## src/rtl/sum_accumulator.sv

```systemverilog
// sum_accumulator: adds COUNT {cout,sum} adder results per batch with a sticky overflow flag and a done pulse.
// Latency: acc reflects an accept on the next edge; backpressure: in_ready is high only while accumulating.
module sum_accumulator #(
    parameter int COUNT = 4,
    parameter int ACC_W = 8
) (
    input  logic             clk,
    input  logic             rst,
    input  logic             start,
    input  logic [3:0]       sum,
    input  logic             cout,
    input  logic             in_valid,
    output logic             in_ready,
    output logic [ACC_W-1:0] acc,
    output logic             ovf,
    output logic             busy,
    output logic             done
);

    localparam int CNT_W = $clog2(COUNT + 1);

    typedef enum logic [1:0] {
        IDLE  = 2'd0,
        ACCUM = 2'd1,
        DONE  = 2'd2
    } state_t;

    state_t           r_state;
    logic [ACC_W-1:0] r_acc;
    logic             r_ovf;
    logic [CNT_W-1:0] r_cnt;
    logic             r_busy;
    logic             r_in_ready;
    logic             r_done;

    logic [ACC_W:0]   w_operand;
    logic [ACC_W:0]   w_acc_sum;
    logic [CNT_W-1:0] w_cnt_nxt;
    logic             w_accept;
    logic             w_last;

    // One extra bit on the adder exposes the carry out of the accumulator MSB.
    assign w_operand = {{(ACC_W-4){1'b0}}, cout, sum};
    assign w_acc_sum = {1'b0, r_acc} + w_operand;
    assign w_cnt_nxt = r_cnt + 1'b1;
    assign w_accept  = in_valid && r_in_ready;
    assign w_last    = (w_cnt_nxt == CNT_W'(COUNT));

    always_ff @(posedge clk) begin
        if (rst) begin
            r_state    <= IDLE;
            r_acc      <= '0;
            r_ovf      <= 1'b0;
            r_cnt      <= '0;
            r_busy     <= 1'b0;
            r_in_ready <= 1'b0;
            r_done     <= 1'b0;
        end else begin
            case (r_state)
                IDLE: begin
                    r_done <= 1'b0;
                    if (start) begin
                        r_state    <= ACCUM;
                        r_acc      <= '0;
                        r_ovf      <= 1'b0;
                        r_cnt      <= '0;
                        r_busy     <= 1'b1;
                        r_in_ready <= 1'b1;
                    end
                end
                ACCUM: begin
                    if (w_accept) begin
                        r_acc <= w_acc_sum[ACC_W-1:0];
                        r_cnt <= w_cnt_nxt;
                        if (w_acc_sum[ACC_W]) begin
                            r_ovf <= 1'b1;
                        end
                        // Outputs are registered, so they move together with the state.
                        if (w_last) begin
                            r_state    <= DONE;
                            r_busy     <= 1'b0;
                            r_in_ready <= 1'b0;
                            r_done     <= 1'b1;
                        end
                    end
                end
                DONE: begin
                    r_state <= IDLE;
                    r_done  <= 1'b0;
                end
                default: begin
                    r_state    <= IDLE;
                    r_busy     <= 1'b0;
                    r_in_ready <= 1'b0;
                    r_done     <= 1'b0;
                end
            endcase
        end
    end

    assign in_ready = r_in_ready;
    assign busy     = r_busy;
    assign done     = r_done;
    assign acc      = r_acc;
    assign ovf      = r_ovf;

endmodule

```

## config.mk

```make
export PLATFORM = sky130hd
export DESIGN_NAME = sum_accumulator
export DESIGN_NICKNAME = d
export VERILOG_FILES = /design/src/rtl/sum_accumulator.sv
export SDC_FILE = /design/constraint.sdc
export NUM_CORES = 1
export LEC_CHECK = 0
export BUFFER_PORTS_ARGS = -buffer_cell sky130_fd_sc_hd__buf_2
export CAP_MARGIN = 30
export CORE_AREA = 2 2 59 61
export DETAILED_ROUTE_END_ITERATION = 10
export DIE_AREA = 0 0 61 63
export SETUP_SLACK_MARGIN = 0.5
export SLEW_MARGIN = 20
export SYNTH_ARGS = -nofsm -noshare
export SYNTH_HDL_FRONTEND = slang
export SYNTH_SLANG_ARGS = --single-unit
```

## constraint.sdc

```tcl
create_clock -name clk -period 5.7 [get_ports clk]
set_clock_uncertainty 0.1 [all_clocks]
set_input_delay 0 -clock clk [delete_from_list [all_inputs] [get_ports clk]]
set_output_delay 0 -clock clk [all_outputs]
set_load 0.02 [all_outputs]
```

### After elaboration in Yosys (flattened, before gate mapping)

Index checks and enable logic that the tools add are counted.

* register bits after elaboration: 16
* bits of input ports: 9
* output and inout bits: 12
* logic and storage cells: 44

* add/subtract/negate cells: 2
* eq/ne operators: 7
* multiplexer cells: 18
* bitwise gates (word level): 2
* reductions and logical operators: 9

Operators with widths (count)
* $mux 8: 2
* $pmux 8 s2: 1
* $add 8x5->9: 1
* $ne 2x2->1 const B: 4
* $reduce_and 4->1: 2
* $mux 1: 6
* $mux 2: 3
* $mux 3: 2
* $pmux 3 s2: 1
* $reduce_and 3->1: 2
* $pmux 2 s2: 1
* $add 3x1->3 const B: 1
* $eq 3x3->1 const B: 1
* $pmux 1 s3: 1
* $eq 2x1->1 const B: 1
* $eq 2x2->1 const B: 1
* $logic_not 2->1: 1
* $not 1->1: 2
* $pmux 1 s2: 1
* $reduce_and 2->1: 1
* $reduce_bool 2->1: 1
* $reduce_or 2->1: 1
* $logic_and 1x1->1: 1

### Logic depth before layout (Yosys ltp)

* depth in word-level cells: 5
* depth in mapped cells: 6
* mapped depth without buffers: 6

### Least setup slack after synthesis

No wires, ideal clock.

* path type: flip-flop to flip-flop
* from: register r_acc[0], in the netlist acc[0]
* to: register r_ovf, in the netlist ovf
* arrival: 1.764 ns
* required time: 5.528 ns
* slack: 3.764 ns
* cell stages (with the launch flop): 7
* buffers on the path: 0
* period minus slack after synthesis: 1.936 ns
* cells stage by stage: dfxtp_1 > ha_1 > fa_1 > a211o_1 > a21oi_1 > or3b_1 > mux2i_1

* longest elaborated chain between the ends: 3

RTL lines
* from (decl): line 29 `logic [ACC_W-1:0] r_acc;`
* from (signal assigned): line 73 `r_acc <= w_acc_sum[ACC_W-1:0];`
* $add 8x5->9: line 44 `assign w_acc_sum = {1'b0, r_acc} + w_operand;`
* $ne 2x2->1 (no line)
* $reduce_and 4->1 (no line)
* to (signal assigned): line 53 `r_ovf <= 1'b0;`
* to (signal assigned): line 65 `r_ovf <= 1'b0;`
* to (signal assigned): line 76 `r_ovf <= 1'b1;`
* to (decl): line 30 `logic r_ovf;`

Every way passes these cells.
A chain may end at the register's enable or synchronous reset.

### Final worst setup path

* from: input sum[0]
* to: register r_ovf, in the netlist ovf

* longest elaborated chain between the ends: 3

RTL lines
* from (decl): line 10 `input logic [3:0] sum,`
* $add 8x5->9: line 44
* $ne 2x2->1 (no line)
* $reduce_and 4->1 (no line)

Every way passes these cells.

==> run metrics <==
status=finished clean; Mapped Avg Cell Area=9.20 um2; clk sink count=16; Root Driver=clkbuf_4; worst hold path cell count=4; CTS resizes=0; worst reg2reg setup slack=3680 ps; Synth Cell Area=892 um2; Final Power=0.000227 W; Routed Antenna Nets=0; Bufs on Longest Clock Path=2; DP HPWL=1460 um; # H-tree levels=1; Placement Setup Slack=3720 ps; Hold Startpoint=sum[1]; warnings from Yosys=0; # diodes=0; Final Setup Violations=0; Yosys top cell area share=0.359; # fillers=350; first-pass GRT wire length=approximately 3400 um; Vias=806; Comb power frac=0.148; share of power burned in the clock network=0.336; initial antenna violation count=0; Worst slew margin=0.692; vias in the first global route=797; Simple-Gate Fraction of Synth Area=0.189; worst setup path start=sum[0]; Synth Flop Type=dfxtp_1; gr ovfl total=0; Synth Area in Compound Gates=0.255; startpoint types=input port; Max Cap Violations=0; main combinational cell family by area after synthesis=compound AO/OA/AOI/OAI gates; PD cells=~210 nW/um2; RSZ-0062 raised after global routing=no; M1 wire length=977 um; DR vias/cell=4.86; CP Data Arrival Time=2180 ps; R2R Path End=ovf; min Tclk post-route=2060 ps; final worst path period share=0.362; largest net degree at the start of global routing=15; initial core utilization=0.276; Reg power frac=0.516; Total GRT Usage=0.113; WL per Instance=11.5 um; Setup WS post-layout=around 3600 ps; R2R Path Start=acc[0]; die area=3840 um2; post-synthesis mux area share=0.0224; chip height=63 um; hold worst-path end=acc[1]; I/O pin cnt=21; Remaining DRCs=0; Syn Inst Count=97; row cnt=21; clk slew on worst S/H paths=100 ps; GP Congestion=approximately 0.84; worst endpoint required time=5820 ps; sequential cell area=320 um2; Final Max Slew Viols=0; Seq/Total Area, Yosys=0.359; Post-Route WL=1910 um; fmax=485 MHz; Met2 Wirelength=835 um; NetSw=0.0000594 W; Unique masters post-synth=39; area of the multi-input gates=542 um2; port bufs=20; VDD IR-drop max=95.2 uV; number of CTS-inserted buffers=3; DR WL met3=83 um; Post-Synth Adder-Cell Area=0.121; Yosys top cell by area=dfxtp_1; final cell count without fillers=166; Slew @ Worst Pin=460 ps; clock latency on the worst-skew pair=280 ps; Initial DRC Count=14; Top Layer Used=met4; leak pwr=0.507 nW; Net Count, Synth=114; drt first pass iters=4; CP Max Fanout=3; NumNets Final=138; Final Hold Viols=0; chip width=61 um; Async SR Flop Fraction=0; placed instance count=between 150 and 200; Crit Path Category=in2reg; CTS tree=yes; synth top area cells=dfxtp_1 (36%), ha_1 (9.8%), a211o_1 (4.9%); top post-synthesis cells by count=dfxtp_1 (16), nor2_1 (9), ha_1 (7); core area=3230 um2; Reg2Reg Depth=6; Net Sw Frac=0.262; top-count cell post-synth=dfxtp_1; setup TNS=0 ps; worst min path class=in2reg; share of cells above drive strength 1=0.208; P_int=0.000168 W; xor and xnor area share after synthesis=0.0196; Crit. End Element=flop; number of flops mapped to enable cells by yosys=0; Seq cells post-synth=16; P&R area growth vs syn=23.0%
## worst max-delay path: stages
cell and delay [ps]:
dlygate4sd3_1 530, buf_2 120, ha_1 230, fa_1 430
a211o_1 290, a21oi_1 240, or3b_1 170, mux2i_1 170
## state kept, by name, summed over array words and instances (netlist names)
| signal | flops |
|---|---|
| ovf | 1 |
| r_cnt | 3 |
| r_state | 2 |
| in_ready | 1 |
| acc | 8 |
| done | 1 |
## layout by cell type, fill, tap and decap left out, types with 3 or more instances in the layout
cell / n
a211o_1: 5
a21oi_1: 6
or3_1: 3
ha_1: 7
a21o_1: 3
buf_2: 20
dlygate4sd3_1: 3
nor2_1: 9
inv_1: 3
nand2_1: 5
dfxtp_1: 16
a22oi_1: 3
clkbuf_4: 3
## power by group through the flow
stage | clock network [W] | logic (W) | registers (W)
CTS | 0.0000784 | 0.0000337 | 0.000117
floorplan | 0 | 0.0000215 | 0.000121
global placement | 0 | 0.0000313 | 0.000119
detailed placement | 0 | 0.0000318 | 0.000120
finish | 0.0000763 | 0.0000336 | 0.000117
global route | 0.0000831 | 0.0000377 | 0.000118
## layout make-up
class                      instances  area share
multi-input combinational         74       0.494
clock buffer                       4      0.0331
timing repair buffer              23       0.119
tap                               46      0.0525
sequential                        16       0.292
inverter                           3      0.0103
## worst max-delay path by stage
| stage | depth (start not counted) | slack (ps) | end |
|---|---|---|---|
| 2_1_floorplan | 6 | 3760 | ovf |
| 3_3_place_gp | 6 | 3770 | ovf |
| 3_5_place_dp | 6 | 3720 | ovf |
| 4_1_cts | 8 | 3660 | ovf |
| 5_1_grt | 8 | 3530 | ovf |
| 6_report | 8 | 3640 | ovf |
## metal layers
metal / track usage / vias up
li1: - / 412
met1: 0.158 / 376
met2: 0.176 / 16
met3: 0.0186 / 2
met4: 0.0326 / 0
met5: 0 / -
## per-stage QoR
step | hold WS [ps] | instance area, um2 | util
5_1_grt | 95.1 | 1100 | 0.340
3_5_place_dp | 253 | 1030 | 0.319
6_report | 60.7 | 1100 | 0.340
4_1_cts | 53.6 | 1100 | 0.340
2_1_floorplan | 77.0 | 892 | -
3_3_place_gp | 243 | 1030 | 0.319
## what timing repair did
item / 4_1_cts / 5_1_grt
hold endpoints to repair: 12 / 0
buffers inserted: 0 / 0
hold buffers: 3 / 0
## kinds of logic (layout without fill, tap and decap cells)
kind of cell    after synthesis  count (layout)
simple gates                 31              31
buf+inv                       7              30
compound gates               31              31
xor+xnor                      2               2
fa+ha+maj                     8               8
flops                        16              16
mux                           2               2
(Power assumes the default switching activity.)
